--- config.mk ---
export PLATFORM = sky130hd
export DESIGN_NAME = pe_link_sink1100_flat
export DESIGN_NICKNAME = d
export VERILOG_FILES = /design/src/rtl/pe_link_sink1100_if.sv /design/src/rtl/pe_link_sink1100.sv /design/src/flat_wrapper.sv
export SDC_FILE = /design/constraint.sdc
export NUM_CORES = 1
export LEC_CHECK = 0
export CORE_UTILIZATION = 45
export DETAILED_ROUTE_END_ITERATION = 12
export GPL_TIMING_DRIVEN = 0
export PLACE_DENSITY = 0.71
export RECOVER_POWER = 50
export SETUP_SLACK_MARGIN = 0.1
export SLEW_MARGIN = 15
export SYNTH_ARGS = -nofsm -noshare
export SYNTH_HDL_FRONTEND = slang
export SYNTH_SLANG_ARGS = --single-unit
--- constraint.sdc ---
create_clock -name clk -period 4.42 [get_ports clk]
set_input_delay 1.326 -clock clk [delete_from_list [all_inputs] [get_ports clk]]
set_output_delay 1.326 -clock clk [all_outputs]
set_load 0.02 [all_outputs]
--- src/rtl/pe_link_sink1100_if.sv ---
// Link-side and core-side signal bundle for the PE receive endpoint.
// master = upstream links plus PE core (bench side); slave = the endpoint itself.
interface pe_link_sink1100_if #(
    parameter int DATA_WIDTH  = 128,
    parameter int WEST_WIDTH  = 130,
    parameter int NORTH_WIDTH = 130
);
    logic [WEST_WIDTH-1:0]  in_from_west;
    logic [NORTH_WIDTH-1:0] in_from_north;
    logic [WEST_WIDTH-1:0]  out_to_west;
    logic [NORTH_WIDTH-1:0] out_to_north;
    logic [DATA_WIDTH-1:0]  out_data;
    logic                   out_src;
    logic                   out_valid;
    logic                   out_ready;
    logic [1:0]             overflow;
    logic [31:0]            word_count;

    modport master (
        output in_from_west,
        output in_from_north,
        output out_ready,
        input  out_to_west,
        input  out_to_north,
        input  out_data,
        input  out_src,
        input  out_valid,
        input  overflow,
        input  word_count
    );

    modport slave (
        input  in_from_west,
        input  in_from_north,
        input  out_ready,
        output out_to_west,
        output out_to_north,
        output out_data,
        output out_src,
        output out_valid,
        output overflow,
        output word_count
    );
endinterface

--- src/rtl/pe_link_sink1100.sv ---
// West/north mesh-link receive endpoint: per-link FIFO, registered credit return, round-robin merge.
// Latency: link word to out_data in 2 edges; out_valid holds while out_ready is low, FIFOs keep absorbing.

module pe_link_sink1100_fifo #(
    parameter int W  = 128,
    parameter int AW = 2
) (
    input  logic         clk,
    input  logic         reset,
    input  logic         push_i,
    input  logic         pop_i,
    input  logic [W-1:0] din_i,
    output logic [W-1:0] dout_o,
    output logic         empty_o,
    output logic         drop_o
);
    localparam int DEPTH = 1 << AW;

    logic [W-1:0]  mem_q [DEPTH];
    logic [AW-1:0] wr_q, wr_d;
    logic [AW-1:0] rd_q, rd_d;
    logic [AW:0]   cnt_q, cnt_d;
    logic          full;
    logic          wr_en;

    assign full    = (cnt_q == (AW+1)'(DEPTH));
    assign empty_o = (cnt_q == '0);
    // A full FIFO still takes a push when the head is leaving on the same edge.
    assign wr_en   = push_i && (!full || pop_i);
    assign drop_o  = push_i && full && !pop_i;
    assign dout_o  = mem_q[rd_q];

    always_comb begin
        wr_d  = wr_q;
        rd_d  = rd_q;
        cnt_d = cnt_q;
        if (wr_en) begin
            wr_d = wr_q + 1'b1;
        end
        if (pop_i) begin
            rd_d = rd_q + 1'b1;
        end
        case ({wr_en, pop_i})
            2'b10:   cnt_d = cnt_q + 1'b1;
            2'b01:   cnt_d = cnt_q - 1'b1;
            default: cnt_d = cnt_q;
        endcase
    end

    always_ff @(posedge clk or negedge reset) begin
        if (!reset) begin
            wr_q  <= '0;
            rd_q  <= '0;
            cnt_q <= '0;
        end else begin
            wr_q  <= wr_d;
            rd_q  <= rd_d;
            cnt_q <= cnt_d;
        end
    end

    always_ff @(posedge clk) begin
        if (wr_en) begin
            mem_q[wr_q] <= din_i;
        end
    end
endmodule

module pe_link_sink1100 #(
    parameter int DATA_WIDTH     = 128,
    parameter int WEST_WIDTH     = 130,
    parameter int NORTH_WIDTH    = 130,
    parameter int FIFO_ADDR_BITS = 2
) (
    input  logic                clk,
    input  logic                reset,
    input  logic                ap_start,
    pe_link_sink1100_if.slave   lnk
);
    typedef enum logic {PTR_WEST = 1'b0, PTR_NORTH = 1'b1} ptr_e;

    localparam int VLD_BIT = DATA_WIDTH + 1;

    logic                  w_push, n_push;
    logic [DATA_WIDTH-1:0] w_dout, n_dout;
    logic                  w_empty, n_empty;
    logic                  w_drop, n_drop;
    logic                  w_pop, n_pop;
    logic                  load;
    logic                  grant_n;
    logic                  unused_bits;

    ptr_e                  ptr_q, ptr_d;
    logic                  out_valid_q, out_valid_d;
    logic [DATA_WIDTH-1:0] out_data_q, out_data_d;
    logic                  out_src_q, out_src_d;
    logic                  cred_w_q, cred_w_d;
    logic                  cred_n_q, cred_n_d;
    logic [1:0]            ovf_q, ovf_d;
    logic [31:0]           cnt_q, cnt_d;

    assign w_push = lnk.in_from_west[VLD_BIT];
    assign n_push = lnk.in_from_north[VLD_BIT];
    assign unused_bits = lnk.in_from_west[DATA_WIDTH] ^ lnk.in_from_north[DATA_WIDTH];

    pe_link_sink1100_fifo #(.W(DATA_WIDTH), .AW(FIFO_ADDR_BITS)) u_west_fifo (
        .clk     (clk),
        .reset   (reset),
        .push_i  (w_push),
        .pop_i   (w_pop),
        .din_i   (lnk.in_from_west[DATA_WIDTH-1:0]),
        .dout_o  (w_dout),
        .empty_o (w_empty),
        .drop_o  (w_drop)
    );

    pe_link_sink1100_fifo #(.W(DATA_WIDTH), .AW(FIFO_ADDR_BITS)) u_north_fifo (
        .clk     (clk),
        .reset   (reset),
        .push_i  (n_push),
        .pop_i   (n_pop),
        .din_i   (lnk.in_from_north[DATA_WIDTH-1:0]),
        .dout_o  (n_dout),
        .empty_o (n_empty),
        .drop_o  (n_drop)
    );

    // Pointer link wins when it has data; the other link is the fallback.
    assign grant_n = (ptr_q == PTR_NORTH) ? !n_empty : w_empty;
    assign load    = ap_start && (!w_empty || !n_empty) && (!out_valid_q || lnk.out_ready);
    assign w_pop   = load && !grant_n;
    assign n_pop   = load && grant_n;

    always_comb begin
        ptr_d       = ptr_q;
        out_valid_d = out_valid_q && !lnk.out_ready;
        out_data_d  = out_data_q;
        out_src_d   = out_src_q;
        cred_w_d    = w_pop;
        cred_n_d    = n_pop;
        ovf_d       = ovf_q | {n_drop, w_drop};
        cnt_d       = cnt_q + 32'(out_valid_q && lnk.out_ready);
        if (load) begin
            out_valid_d = 1'b1;
            out_data_d  = grant_n ? n_dout : w_dout;
            out_src_d   = grant_n;
            ptr_d       = grant_n ? PTR_WEST : PTR_NORTH;
        end
    end

    always_ff @(posedge clk or negedge reset) begin
        if (!reset) begin
            ptr_q       <= PTR_WEST;
            out_valid_q <= 1'b0;
            out_data_q  <= '0;
            out_src_q   <= 1'b0;
            cred_w_q    <= 1'b0;
            cred_n_q    <= 1'b0;
            ovf_q       <= 2'b00;
            cnt_q       <= '0;
        end else begin
            ptr_q       <= ptr_d;
            out_valid_q <= out_valid_d;
            out_data_q  <= out_data_d;
            out_src_q   <= out_src_d;
            cred_w_q    <= cred_w_d;
            cred_n_q    <= cred_n_d;
            ovf_q       <= ovf_d;
            cnt_q       <= cnt_d;
        end
    end

    assign lnk.out_to_west  = WEST_WIDTH'({cred_w_q, {DATA_WIDTH{1'b0}}});
    assign lnk.out_to_north = NORTH_WIDTH'({cred_n_q, {DATA_WIDTH{1'b0}}});
    assign lnk.out_data     = out_data_q;
    assign lnk.out_src      = out_src_q;
    assign lnk.out_valid    = out_valid_q;
    assign lnk.overflow     = ovf_q;
    assign lnk.word_count   = cnt_q;
endmodule

--- src/flat_wrapper.sv ---
// flat-port wrapper written by rule: the top's interface ports become plain ports
module pe_link_sink1100_flat 
#(
    parameter int DATA_WIDTH     = 128,
    parameter int WEST_WIDTH     = 130,
    parameter int NORTH_WIDTH    = 130,
    parameter int FIFO_ADDR_BITS = 2
)
  (clk, reset, ap_start, lnk_in_from_west, lnk_in_from_north, lnk_out_ready, lnk_out_to_west, lnk_out_to_north, lnk_out_data, lnk_out_src, lnk_out_valid, lnk_overflow, lnk_word_count);
  pe_link_sink1100_if #(.DATA_WIDTH(DATA_WIDTH), .WEST_WIDTH(WEST_WIDTH), .NORTH_WIDTH(NORTH_WIDTH)) lnk_i ();
  input  logic clk;
  input  logic reset;
  input  logic ap_start;
  input wire logic [$bits(lnk_i.in_from_west)-1:0] lnk_in_from_west;
  input wire logic [$bits(lnk_i.in_from_north)-1:0] lnk_in_from_north;
  input wire logic [$bits(lnk_i.out_ready)-1:0] lnk_out_ready;
  output wire logic [$bits(lnk_i.out_to_west)-1:0] lnk_out_to_west;
  output wire logic [$bits(lnk_i.out_to_north)-1:0] lnk_out_to_north;
  output wire logic [$bits(lnk_i.out_data)-1:0] lnk_out_data;
  output wire logic [$bits(lnk_i.out_src)-1:0] lnk_out_src;
  output wire logic [$bits(lnk_i.out_valid)-1:0] lnk_out_valid;
  output wire logic [$bits(lnk_i.overflow)-1:0] lnk_overflow;
  output wire logic [$bits(lnk_i.word_count)-1:0] lnk_word_count;
  assign lnk_i.in_from_west = lnk_in_from_west;
  assign lnk_i.in_from_north = lnk_in_from_north;
  assign lnk_i.out_ready = lnk_out_ready;
  assign lnk_out_to_west = lnk_i.out_to_west;
  assign lnk_out_to_north = lnk_i.out_to_north;
  assign lnk_out_data = lnk_i.out_data;
  assign lnk_out_src = lnk_i.out_src;
  assign lnk_out_valid = lnk_i.out_valid;
  assign lnk_overflow = lnk_i.overflow;
  assign lnk_word_count = lnk_i.word_count;
  pe_link_sink1100 #(.DATA_WIDTH(DATA_WIDTH), .WEST_WIDTH(WEST_WIDTH), .NORTH_WIDTH(NORTH_WIDTH), .FIFO_ADDR_BITS(FIFO_ADDR_BITS)) u_core (.clk(clk), .reset(reset), .ap_start(ap_start), .lnk(lnk_i));
endmodule
Word-level counts from Yosys, hierarchy flattened
Memories as Yosys holds them, arrays and structs flattened.
Cells that the tools add are included.
{"block": "totals", "reg_bits": 181, "mem_count": 2, "mem_bits_rw": 1024, "latchBits": 0, "out_inout_bits": 424, "wordCells": 71, "mem_bits_ro": 0}
{"name": "u_core.u_north_fifo.mem_q", "depth": 4, "width": 128, "rd": 1, "rd_ports_with_merged_regs": 0, "wr": 1, "line": "pe_link_sink1100.sv:19", "text": "logic [W-1:0] mem_q [DEPTH];"}
{"name": "u_core.u_west_fifo.mem_q", "depth": 4, "width": 128, "rd": 1, "rd_ports_with_merged_regs": 0, "wr": 1, "line": "pe_link_sink1100.sv:19"}
{"block": "classes", "addsub": 9, "magnitude_cmp": 0, "mul": 0, "n_reduce_logical": 29, "div": 0, "shift": 0, "n_mux": 10, "n_eq_ne": 6, "bitwise_logic": 1}
{"op": "2-to-1 mux 128 bit", "count": 1}
{"op": "adder 32 x 1 -> 32 bit", "count": 1}
{"op": "logical AND 1 bit", "count": 12}
{"op": "one-hot mux 3 bit (2 select lines)", "count": 2}
{"op": "logical NOT 1 bit", "count": 9}
{"op": "adder 2 x 1 -> 2 bit (second input constant)", "count": 4}
{"op": "2-to-1 mux 1 bit", "count": 7}
{"op": "adder 3 x 1 -> 3 bit (second input constant)", "count": 2}
{"op": "equality test 3 bit (second input constant)", "count": 2}
{"op": "logical NOT 3 bit", "count": 2}
{"op": "subtractor 3 x 1 -> 3 bit (second input constant)", "count": 2}
{"op": "equality test 2 x 1 -> 1 bit (second input constant)", "count": 2}
{"op": "equality test 2 bit (second input constant)", "count": 2}
{"op": "logical OR 1 bit", "count": 4}
{"op": "nonzero test 2 bit", "count": 2}
{"op": "OR 2 bit", "count": 1}

Logic depth before layout (Yosys ltp)
Gate-level depths: netlist (run 1).
{"block": "logic_depth", "ltp_word": 10, "ltp_mapped": 9, "depth_no_buf": 7}

By module
From an unflattened synthesis (run 1), not the netlist that was laid out.
{"block": "unflattened", "cells_unflattened": 2404, "hier_area_um2": 47322.9}
{"mod": "pe_link_sink1100_fifo at u_core.u_north_fifo", "cells_each": 718, "instances": 1, "area_each_um2": 18948.2}
{"mod": "pe_link_sink1100_fifo at u_core.u_west_fifo", "cells_each": 716, "instances": 1, "area_each_um2": 18928.2}
{"mod": "pe_link_sink1100", "cells_each": 970, "instances": 1, "area_each_um2": 9446.6}

Least setup slack after synthesis (run 1)
No wires, ideal clock.
{"block": "synth_path", "kind": "input-to-reg", "startpoint": "input port lnk_out_ready", "endpoint": "memory u_core.u_north_fifo.mem_q[0][0], enable pin", "setup_time_ns": 0.503, "slack_ns": -1.030, "required_ns": 3.917, "stages": 4, "arrival_ns": 4.948, "cell_sequence": "nand2b_1 > o2111a_4 > o21a_1 > and2_1"}
{"block": "synth_between", "elab_chain_len": 7}
{"item": "start: declaration", "line": "flat_wrapper.sv:16", "text": "input wire logic [$bits(lnk_i.out_ready)-1:0] lnk_out_ready;"}
{"item": "logical OR 1 bit", "line": "pe_link_sink1100.sv:130", "text": "assign load = ap_start && (!w_empty || !n_empty) && (!out_valid_q || lnk.out_ready);"}
{"item": "logical AND 1 bit", "line": "pe_link_sink1100.sv:130"}
{"item": "logical AND 1 bit", "line": "pe_link_sink1100.sv:132", "text": "assign n_pop = load && grant_n;"}
{"item": "logical OR 1 bit", "line": "pe_link_sink1100.sv:29", "text": "assign wr_en = push_i && (!full || pop_i);"}
{"item": "logical AND 1 bit", "line": "pe_link_sink1100.sv:29"}
{"item": "2-to-1 mux 1 bit", "line": "pe_link_sink1100.sv:63", "text": "if (wr_en) begin"}
{"item": "2-to-1 mux 1 bit (implied by the code)", "line": "pe_link_sink1100.sv:64", "text": "mem_q[wr_q] <= din_i;"}
{"item": "end: declaration", "line": "pe_link_sink1100.sv:19"}
Every way passes these cells.

Worst setup path in the final report (run 1)
{"block": "layout_path", "startpoint": "input port lnk_out_ready", "endpoint": "register u_core.out_data_q[96] (netlist: u_core.lnk.out_data[96])"}
{"block": "layout_between", "elab_chain_len": 2}
{"item": "logical OR 1 bit", "line": "pe_link_sink1100.sv:130"}
{"item": "logical AND 1 bit", "line": "pe_link_sink1100.sv:130"}
{"item": "end signal: assignment", "line": "pe_link_sink1100.sv:164", "text": "out_data_q <= out_data_d;"}
{"item": "end: declaration", "line": "pe_link_sink1100.sv:95", "text": "logic [DATA_WIDTH-1:0] out_data_q, out_data_d;"}
Every way passes these cells.
A chain may end at the register's enable or synchronous reset.

==> flow_summary.ini, run 1 <==
[clock_tree]
hold_buffers = 0
clk_pin_slew_ns = 0.06
cts_setup_buffers = 0
clk_path_buf_depth = 3
cts_sinks = 1205
ctsResizeCount = 0
clk_latency_ns = 0.71
cts_root_buf = clkbuf_16
htreeDepth = 3
numCtsBuffers = 120
cts_tree = done

[synthesis]
ys_seq_area_share_pct = 75.7
synth-seq-cells = 1205
ys_warn_count = 0
ys.flop_type = edfxtp_1
synth-edff-count = 1024
synth_area_per_cell_sq_um = 20.7
yosys.area.top_type = edfxtp_1
synthDistinctLibCells = 43
yosysTopAreaCellShare_pct = 66.0
syn_area_sq_mm = 0.0466
synthCells = 2253
async_flop_share_pct = 15.0
synth_area_leaders = edfxtp_1 (66%), mux4_2 (12%), dfrtp_1 (9.7%)

[worst_setup_path]
path_class = input pin to flop
worst_setup_path_start_kind = input pin
critPathMaxFanout = 10
crit_path_end_kind = flop
crit_required_ns = 5.04
crit_arrival_ns = 4.54

[timing]
hold_violations = 0
rsz0062_at_grt = false
slew_headroom_pct = -22.5
worst_clock_skew_ns = 0.0346
fmaxAchievable_mhz = 256
tightest_slew_ns = 1.84
finalSetupViolCount = 0
finalCritPeriodShare_pct = 88.5
period_needed_ns = 3.91
slew_violations = 62

[floorplanning]
die_height_microns = 324
initial_core_util_pct = 45.6
io_pins = 688
rows = 117
die_w_microns = 324
dieArea_sq_mm = 0.105
coreArea_sq_mm = 0.102

[status]
violations = capacitance limit, slew limit
status = complete, but fails checks

[routing]
drc = 0
dr.first_iter.drc_count = 2358
wl_per_cell_microns = 25.5
ant_nets = 0
drt-total-wl_microns = 117000
vias_per_cell = 5.26
drt_first_pass_iters = 6
vias = 24200

[run]
drv_cap = 1

[finish]
synthToLayoutAreaGrowth_pct = 24.6
fin_nets = 3361
final_cell_area_sq_mm = 0.0580
drive_gt1_share_pct = 24.7
fillCellCount = 7751
final_util_pct = 56.8

[pwr]
powerDensity_mw_per_mm2 = 644
finalPower_mw = 37.3
ir_drop_mv = 0.414
leakagePower_nw = 21.3

[global_route]
grtUsageMet1_pct = 27.4
grt_max_degree = 76
first_global_vias = 24000
grt_remaining_overflow = 0
gr-usage-met3_pct = 6.49
grt_pass1_wl_microns = 164000
gr-max-usage-layer = met2
grtUsageTotal_pct = 22.2
grt_use_met2_pct = 36.9
grt_antenna_before_repair = 88

[hold_path]
hold_class = flop to flop

[placement]
place_area_sq_mm = 0.0543
portBuffers = 426
dp_hpwl_microns = 77600
gp_congestion = 0.778
through the flow:
stage / cells / TNS [ns] / hold slack (ns) / worst slack [ns]
after detailed placement: 4331 / -2.00 / 0.475 / -0.0618
after global routing: 4583 / 0 / 0.499 / 0.399
after CTS: 4559 / 0 / 0.484 / 0.699
final: 4593 / 0 / 0.485 / 0.507
after floorplan: 2510 / 0 / 0.482 / 0.401
after global placement: 4304 / -3436.11 / 0.464 / -7.81
Yosys cell counts, types with 4 or more instances:
| library cell | count |
|---|---|
| buf_2 | 47 |
| buf_6 | 10 |
| ha_1 | 10 |
| edfxtp_1 | 1024 |
| mux4_2 | 256 |
| dfrtp_1 | 181 |
| a222oi_1 | 128 |
| nand2_1 | 14 |
| xnor2_1 | 26 |
| mux2i_1 | 4 |
| nand3_1 | 15 |
| nor3_1 | 7 |
| and2_1 | 13 |
| buf_4 | 270 |
| inv_1 | 141 |
| clkbuf_1 | 38 |
| and4_1 | 6 |
| xor2_1 | 14 |
| nand4_1 | 7 |
cells by family (layout without fill, tap and decap cells):
kind of cell | after synthesis | after routing | synth area share [%]
xor gates and xnor gates | 40 | 40 | 0.752
DFF | 1205 | 1205 | 75.7
muxes | 263 | 263 | 12.5
buffers and inverters | 506 | 1187 | 6.54
and+or+nand+nor | 86 | 86 | 1.09
adders and majority gates | 12 | 12 | 0.355
other | 1 | 292 | 0.00805
AOI/OAI and AO/OA | 140 | 140 | 2.97
cell usage in the layout, fill, tap and decap left out, drive strengths merged, types with 4 or more instances in the layout:
master,synthesis,final
xnor2,26,26
nor3,7,7
mux2i,4,4
mux4,256,256
nand2,14,14
clkdlybuf4s50,0,168
diode,0,34
dlygate4sd3,0,257
and4,6,6
bufinv,0,4
ha,10,10
inv,141,147
dfrtp,181,181
xor2,14,14
clkinvlp,0,4
a222oi,128,128
buf,327,340
conb,1,258
nand3,15,15
and2,13,13
edfxtp,1024,1024
clkbuf,38,231
nand4,7,7
clkinv,0,36
flip-flops by register name, summed over array words and instances, names as in the netlist, 2 cells and up:
| signal | cells |
|---|---|
| u_core.lnk.out_data | 128 |
| u_core.u_west_fifo.rd_q | 2 |
| u_core.u_north_fifo.mem_q | 512 |
| u_core.u_west_fifo.mem_q | 512 |
| u_core.u_west_fifo.cnt_q | 3 |
| u_core.u_north_fifo.rd_q | 2 |
| u_core.u_west_fifo.wr_q | 2 |
| u_core.lnk.overflow | 2 |
| u_core.lnk.word_count | 32 |
| u_core.u_north_fifo.wr_q | 2 |
| u_core.u_north_fifo.cnt_q | 3 |
worst max-delay path: stages:
cell and delay (ns):
dlygate4sd3_1 0.61, nand2b_1 0.21, o2111a_1 0.32, clkbuf_1 1.10, clkbuf_1 0.67, a222oi_1 0.19
inv_1 0.10
power breakdown:
group / internal, mW / switching (mW) / leakage, nW
clock: 5.53 / 4.18 / 1.85
combinational: 5.11 / 6.53 / 7.83
sequential: 15.1 / 0.839 / 11.6
total: 25.8 / 11.5 / 21.3
worst paths after layout:
kind	from	endpoint	slack, ns	cells past startpoint
hold / removal	u_core.lnk.word_count[31]	u_core.lnk.word_count[31]	0.49	1
setup reg to reg	u_core.lnk.out_valid	u_core.lnk.out_data[96]	1.34	6
setup / recovery	lnk_out_ready	u_core.lnk.out_data[96]	0.51	7
hold reg to reg	u_core.lnk.word_count[31]	u_core.lnk.word_count[31]	0.49	1
max in group asynchronous	reset	u_core.lnk.out_data[32]	0.98	2
min in group asynchronous	reset	u_core.lnk.out_data[93]	1.08	1
cell type report:
| type | count | area (sq um) | area share, % |
|---|---|---|---|
| clock buffer | 178 | 3380 | 5.83 |
| buffer | 365 | 2470 | 4.27 |
| sequential | 1205 | 35300 | 60.8 |
| multi-input combinational | 799 | 9220 | 15.9 |
| inverter | 141 | 529 | 0.912 |
| antenna | 34 | 85.1 | 0.147 |
| clock inverter | 50 | 410 | 0.707 |
| timing repair buffer | 453 | 4920 | 8.48 |
| tap | 1368 | 1710 | 2.95 |
routing by layer:
layer | up-vias | wire (microns)
met1 | 12400 | 43600
li1 | 10300 | -
met4 | 56 | 3590
met3 | 262 | 10800
met2 | 1113 | 58900
met5 | - | 343
No activity file was read; power rests on OpenSTA's default activity.
==> inputs of run 2 (changes only) <==
Settings changed: CELL_PAD_IN_SITES_DETAIL_PLACEMENT set to 1, CELL_PAD_IN_SITES_GLOBAL_PLACEMENT set to 1, CORE_UTILIZATION 45 to 42, PLACE_DENSITY 0.71 to not set, PLACE_DENSITY_LB_ADDON set to 0.1, SKIP_CTS_REPAIR_TIMING set to 1.
==> run 2 against run 1 <==
The flow still finishes with violations (capacitance limit, slew limit). Final area is 1.0% higher. Sequential share of layout area is 0.62 points lower. Largest power group unchanged. Highest routed layer unchanged. Worst setup slack better by 0.19 ns. Register-to-register slack worse by 0.23 ns. Count of clock-buffer cells in the layout is 17 higher. Critical path depth stayed put.
==> flow_summary.ini, run 2 (same netlist as run 1, synthesis figures left out) <==
[global_route]
grt_max_degree = 74
first_global_vias = 25800
grt_pass1_wl_microns = 177000
grt_antenna_before_repair = 88
grt_remaining_overflow = 0
grtUsageTotal_pct = 22.0

[worst_setup_path]
regToRegEndpoint = u_core.lnk.out_data[92]
slowest_stage = clkbuf_1
path_delay_family = buffers and inverters
cp_num_buf_inv = 4
path_class = input pin to flop
regToRegSetupSlack_ns = 1.11
crit_path_max_incr_delay_ns = 0.96
reg2reg_depth = 6
crit_top_cell = clkbuf_1
r2r_start = u_core.u_north_fifo.cnt_q[0]
worstPathCellList = dlygate4sd3_1, nand2b_1, o211ai_1, clkbuf_1, clkbuf_1, a222oi_1, inv_1
crit_path_end_kind = flop
worst_setup_path_start_kind = input pin
crit_required_ns = 5.07
critPathMaxFanout = 11
crit_arrival_ns = 4.37

[finish]
final_util_pct = 53.6
fin_nets = 3373
final_cell_mix = edfxtp_1 (1024), buf_4 (270), conb_1 (258)
stdcell_count = 4700
drive_gt1_share_pct = 24.7
fillCellCount = 9906
synthToLayoutAreaGrowth_pct = 25.9
final_common_cell = edfxtp_1

[status]
violations = capacitance limit, slew limit
status = complete, but fails checks

[timing]
period_needed_ns = 3.72
tightest_slew_ns = 2.86
slew_headroom_pct = -90.6
finalCritPeriodShare_pct = 84.2
rsz0062_at_grt = false
fmaxAchievable_mhz = 269
hold_slack_ns = 0.488
worst_clock_skew_ns = 0.0332
hold_violations = 0
slew_violations = 38
finalSetupViolCount = 0

[floorplanning]
die_w_microns = 335
dieArea_sq_mm = 0.112
initial_core_util_pct = 42.6
coreArea_sq_mm = 0.109
die_height_microns = 335
io_pins = 688
rows = 121

[placement]
placedCellCount = 4438
portBuffers = 426
dp_hpwl_microns = 83100
gp_congestion = 0.765

[routing]
drc = 0
wl_per_cell_microns = 26.2
vias = 24100
ant_nets = 0
drt_first_pass_iters = 6
drt-total-wl_microns = 123000
vias_per_cell = 5.12
dr.first_iter.drc_count = 1993

[pwr]
leakagePower_nw = 21.6
powerDensity_mw_per_mm2 = 655
ir_drop_mv = 0.430

[hold_path]
whs_endpoint = u_core.lnk.word_count[17]
min_path_cells = 1
min_from = u_core.lnk.word_count[17]
hold_class = flop to flop

[clock_tree]
cts_tree = done
htreeDepth = 4
clk_latency_ns = 0.73
cts_root_buf = clkbuf_16
numCtsBuffers = 133
clk_pin_slew_ns = 0.05
clk_path_buf_depth = 3
cts_sinks = 1205

[run]
drv_cap = 1
-- run 2: worst reg2reg max path, cell delays in order (launching register included) --
cell and delay, ns:
dfrtp_1 0.45, or3_4 0.43, o211ai_1 0.43, clkbuf_1 0.96, clkbuf_1 0.63, a222oi_1 0.26, inv_1 0.10
-- run 2: power breakdown --
group          switching (mW)  internal [mW]  leakage [nW]
Sequential              0.871           15.2          11.6
Combinational            6.47           5.13          7.86
Clock                    4.29           6.46          2.06
Total                    11.6           26.7          21.6
-- run 2: routing by layer --
metal	up-vias	track usage [%]	wire length (microns)
li1	10300	-	-
met1	12600	27.1	47200
met2	807	37.8	62900
met3	283	6.12	9470
met4	68	6.49	2970
met5	-	0	414
-- run 2: cell type report --
cell class / count / area [sq um] / share of cell area, %
buffer: 365 / 2510 / 4.28
tap: 1476 / 1850 / 3.15
clock inverter: 46 / 474 / 0.809
timing repair buffer: 452 / 4950 / 8.45
inverter: 141 / 529 / 0.903
sequential: 1205 / 35300 / 60.2
multi-input combinational: 799 / 9220 / 15.7
antenna: 21 / 52.6 / 0.0896
clock buffer: 195 / 3760 / 6.41
-- run 2: worst max-delay path by stage --
stage	start	end	cells past startpoint
final	lnk_out_ready	u_core.lnk.out_data[92]	7
after global routing	lnk_out_ready	u_core.lnk.out_data[92]	7
after CTS	lnk_out_ready	u_core.u_north_fifo.mem_q[2][9]	7
after detailed placement	lnk_out_ready	u_core.u_north_fifo.mem_q[2][5]	7
after global placement	reset	u_core.lnk.out_data[7]	1
after floorplan	lnk_out_ready	u_core.u_north_fifo.mem_q[0][0]	4
-- run 2: stage by stage --
step	setup WS (ns)	TNS (ns)	total power, mW	instance area, sq um
6_report	0.698	0	38.4	58600
5_1_grt	0.495	0	40.0	58600
4_1_cts	0.972	0	39.0	58600
3_5_place_dp	0.203	0	28.1	54400
3_3_place_gp	-8.03	-3465.83	27.6	53700
2_1_floorplan	0.401	0	23.1	47600
==> inputs of run 3 (changes only) <==
Clock period 4.42 ns to 3.4 ns, I/O delays scaled along.
==> run 3 against run 2 <==
Total power rose by 30%. The run still ends with capacitance limit, slew limit left. Critical path type unchanged. Utilization is essentially flat. Non-clock buffer count rose by 1. Clock power grew 29%. Routed wire length increased by 0.84%. Global-route usage up 0.23 points. Final area barely moved.
==> flow_summary.ini, run 3 (same netlist as run 1, synthesis figures left out) <==
[status]
status = complete, but fails checks
violations = capacitance limit, slew limit

[timing]
fmaxAchievable_mhz = 306
rsz0062_at_grt = true
fin_ws_ns = 0.135
slew_violations = 58
finalCritPeriodShare_pct = 96.0
slew_headroom_pct = -14.6
tightest_slew_ns = 1.72
worst_clock_skew_ns = 0.0167
hold_violations = 0
period_needed_ns = 3.26
finalSetupViolCount = 0

[pwr]
ir_drop_mv = 0.545
leakagePower_nw = 21.6
powerDensity_mw_per_mm2 = 848
finalPower_mw = 49.8

[clock_tree]
clk_latency_ns = 0.73
cts_root_buf = clkbuf_16
clk_path_buf_depth = 3
numCtsBuffers = 133
clk_pin_slew_ns = 0.05
cts_sinks = 1205
htreeDepth = 4
cts_tree = done

[routing]
drt_first_pass_iters = 9
dr.first_iter.drc_count = 1820
vias = 24200
drc = 0
ant_nets = 0
wl_per_cell_microns = 26.3
vias_per_cell = 5.13
drt-total-wl_microns = 124000

[hold_path]
hold_class = flop to flop
min_from = u_core.lnk.overflow[1]

[floorplanning]
rows = 121
die_w_microns = 335
coreArea_sq_mm = 0.109
io_pins = 688
dieArea_sq_mm = 0.112
initial_core_util_pct = 42.6
die_height_microns = 335

[placement]
dpl_worst_slack_ns = -0.780
portBuffers = 426
gp_congestion = 0.768
dp_hpwl_microns = 82600
place_area_sq_mm = 0.0544
placedCellCount = 4438

[global_route]
grt_max_degree = 78
grt_antenna_before_repair = 93
grt_pass1_wl_microns = 179000
first_global_vias = 26100
grtUsageTotal_pct = 22.2
grt_remaining_overflow = 0

[finish]
fin_nets = 3375
final_cell_area_sq_mm = 0.0586
final_util_pct = 53.6
drive_gt1_share_pct = 25.1
final_common_cell = edfxtp_1
stdcell_count = 4712
final_cell_mix = edfxtp_1 (1024), buf_4 (270), conb_1 (258)
fillCellCount = 9957
synthToLayoutAreaGrowth_pct = 25.9

[worst_setup_path]
crit_path_end_kind = flop
startpoint = lnk_out_ready
path_class = input pin to flop
r2r_start = u_core.u_north_fifo.cnt_q[0]
crit_arrival_ns = 3.66
critPathMaxFanout = 38
worst_setup_path_start_kind = input pin
crit_required_ns = 3.79

[run]
drv_cap = 1
run 3: changes by cell type in the layout (fill, tap and decap cells not counted), moves of 3 or more:
cell and change:
buf_2 +3, bufinv_16 -5, clkbuf_1 -3, clkbuf_8 +4, clkinv_1 -6, clkinv_2 +5, diode_2 +6
run 3: per-stage QoR:
stage	TNS [ns]	hold slack (ns)
finish	0	0.489
global route	0	0.502
CTS	-0.227	0.229
detailed placement	-313.26	0.473
global placement	-4042.12	0.462
floorplan	-239.68	0.482
run 3: final timing paths:
kind                                             endpoint  slack, ns  depth (start not counted)
max in group asynchronous          u_core.lnk.out_data[7]       0.74                          2
hold reg to reg                    u_core.lnk.overflow[1]       0.49                          2
setup / recovery           u_core.u_west_fifo.mem_q[0][2]       0.14                          8
hold / removal                     u_core.lnk.overflow[1]       0.49                          2
setup reg to reg           u_core.u_west_fifo.mem_q[0][2]       0.53                          7
min in group asynchronous       u_core.lnk.word_count[13]       0.72                          1
run 3: worst max-delay path, cell delays in order:
cell and delay (ns):
clkdlybuf4s50_1 0.51, nand2b_1 0.24, o2111a_1 0.28, o21a_1 0.33, and2_0 0.33, buf_16 0.30
buf_16 0.27, buf_16 0.29
run 3: final cells by class:
| type | count | area, sq um | share of cell area, % |
|---|---|---|---|
| tap | 1476 | 1850 | 3.15 |
| inverter | 141 | 529 | 0.903 |
| clock inverter | 46 | 417 | 0.711 |
| buffer | 365 | 2500 | 4.27 |
| timing repair buffer | 453 | 4950 | 8.44 |
| antenna | 27 | 67.6 | 0.115 |
| clock buffer | 199 | 3810 | 6.50 |
| sequential | 1205 | 35300 | 60.2 |
| multi-input combinational | 800 | 9240 | 15.7 |
run 3: layer usage:
metal	vias up	routed length, microns	global-route usage [%]
li1	10300	-	-
met1	12700	47900	27.4
met2	857	63300	38.0
met3	247	9950	6.40
met4	58	2500	6.62
met5	-	356	0
run 3: where the power goes:
group | internal, mW | total (mW) | switching (mW) | leakage [nW]
clock | 8.16 | 13.8 | 5.67 | 2.07
sequential | 19.7 | 20.8 | 1.12 | 11.6
combinational | 6.67 | 15.1 | 8.42 | 7.87
total | 34.5 | 49.8 | 15.2 | 21.6
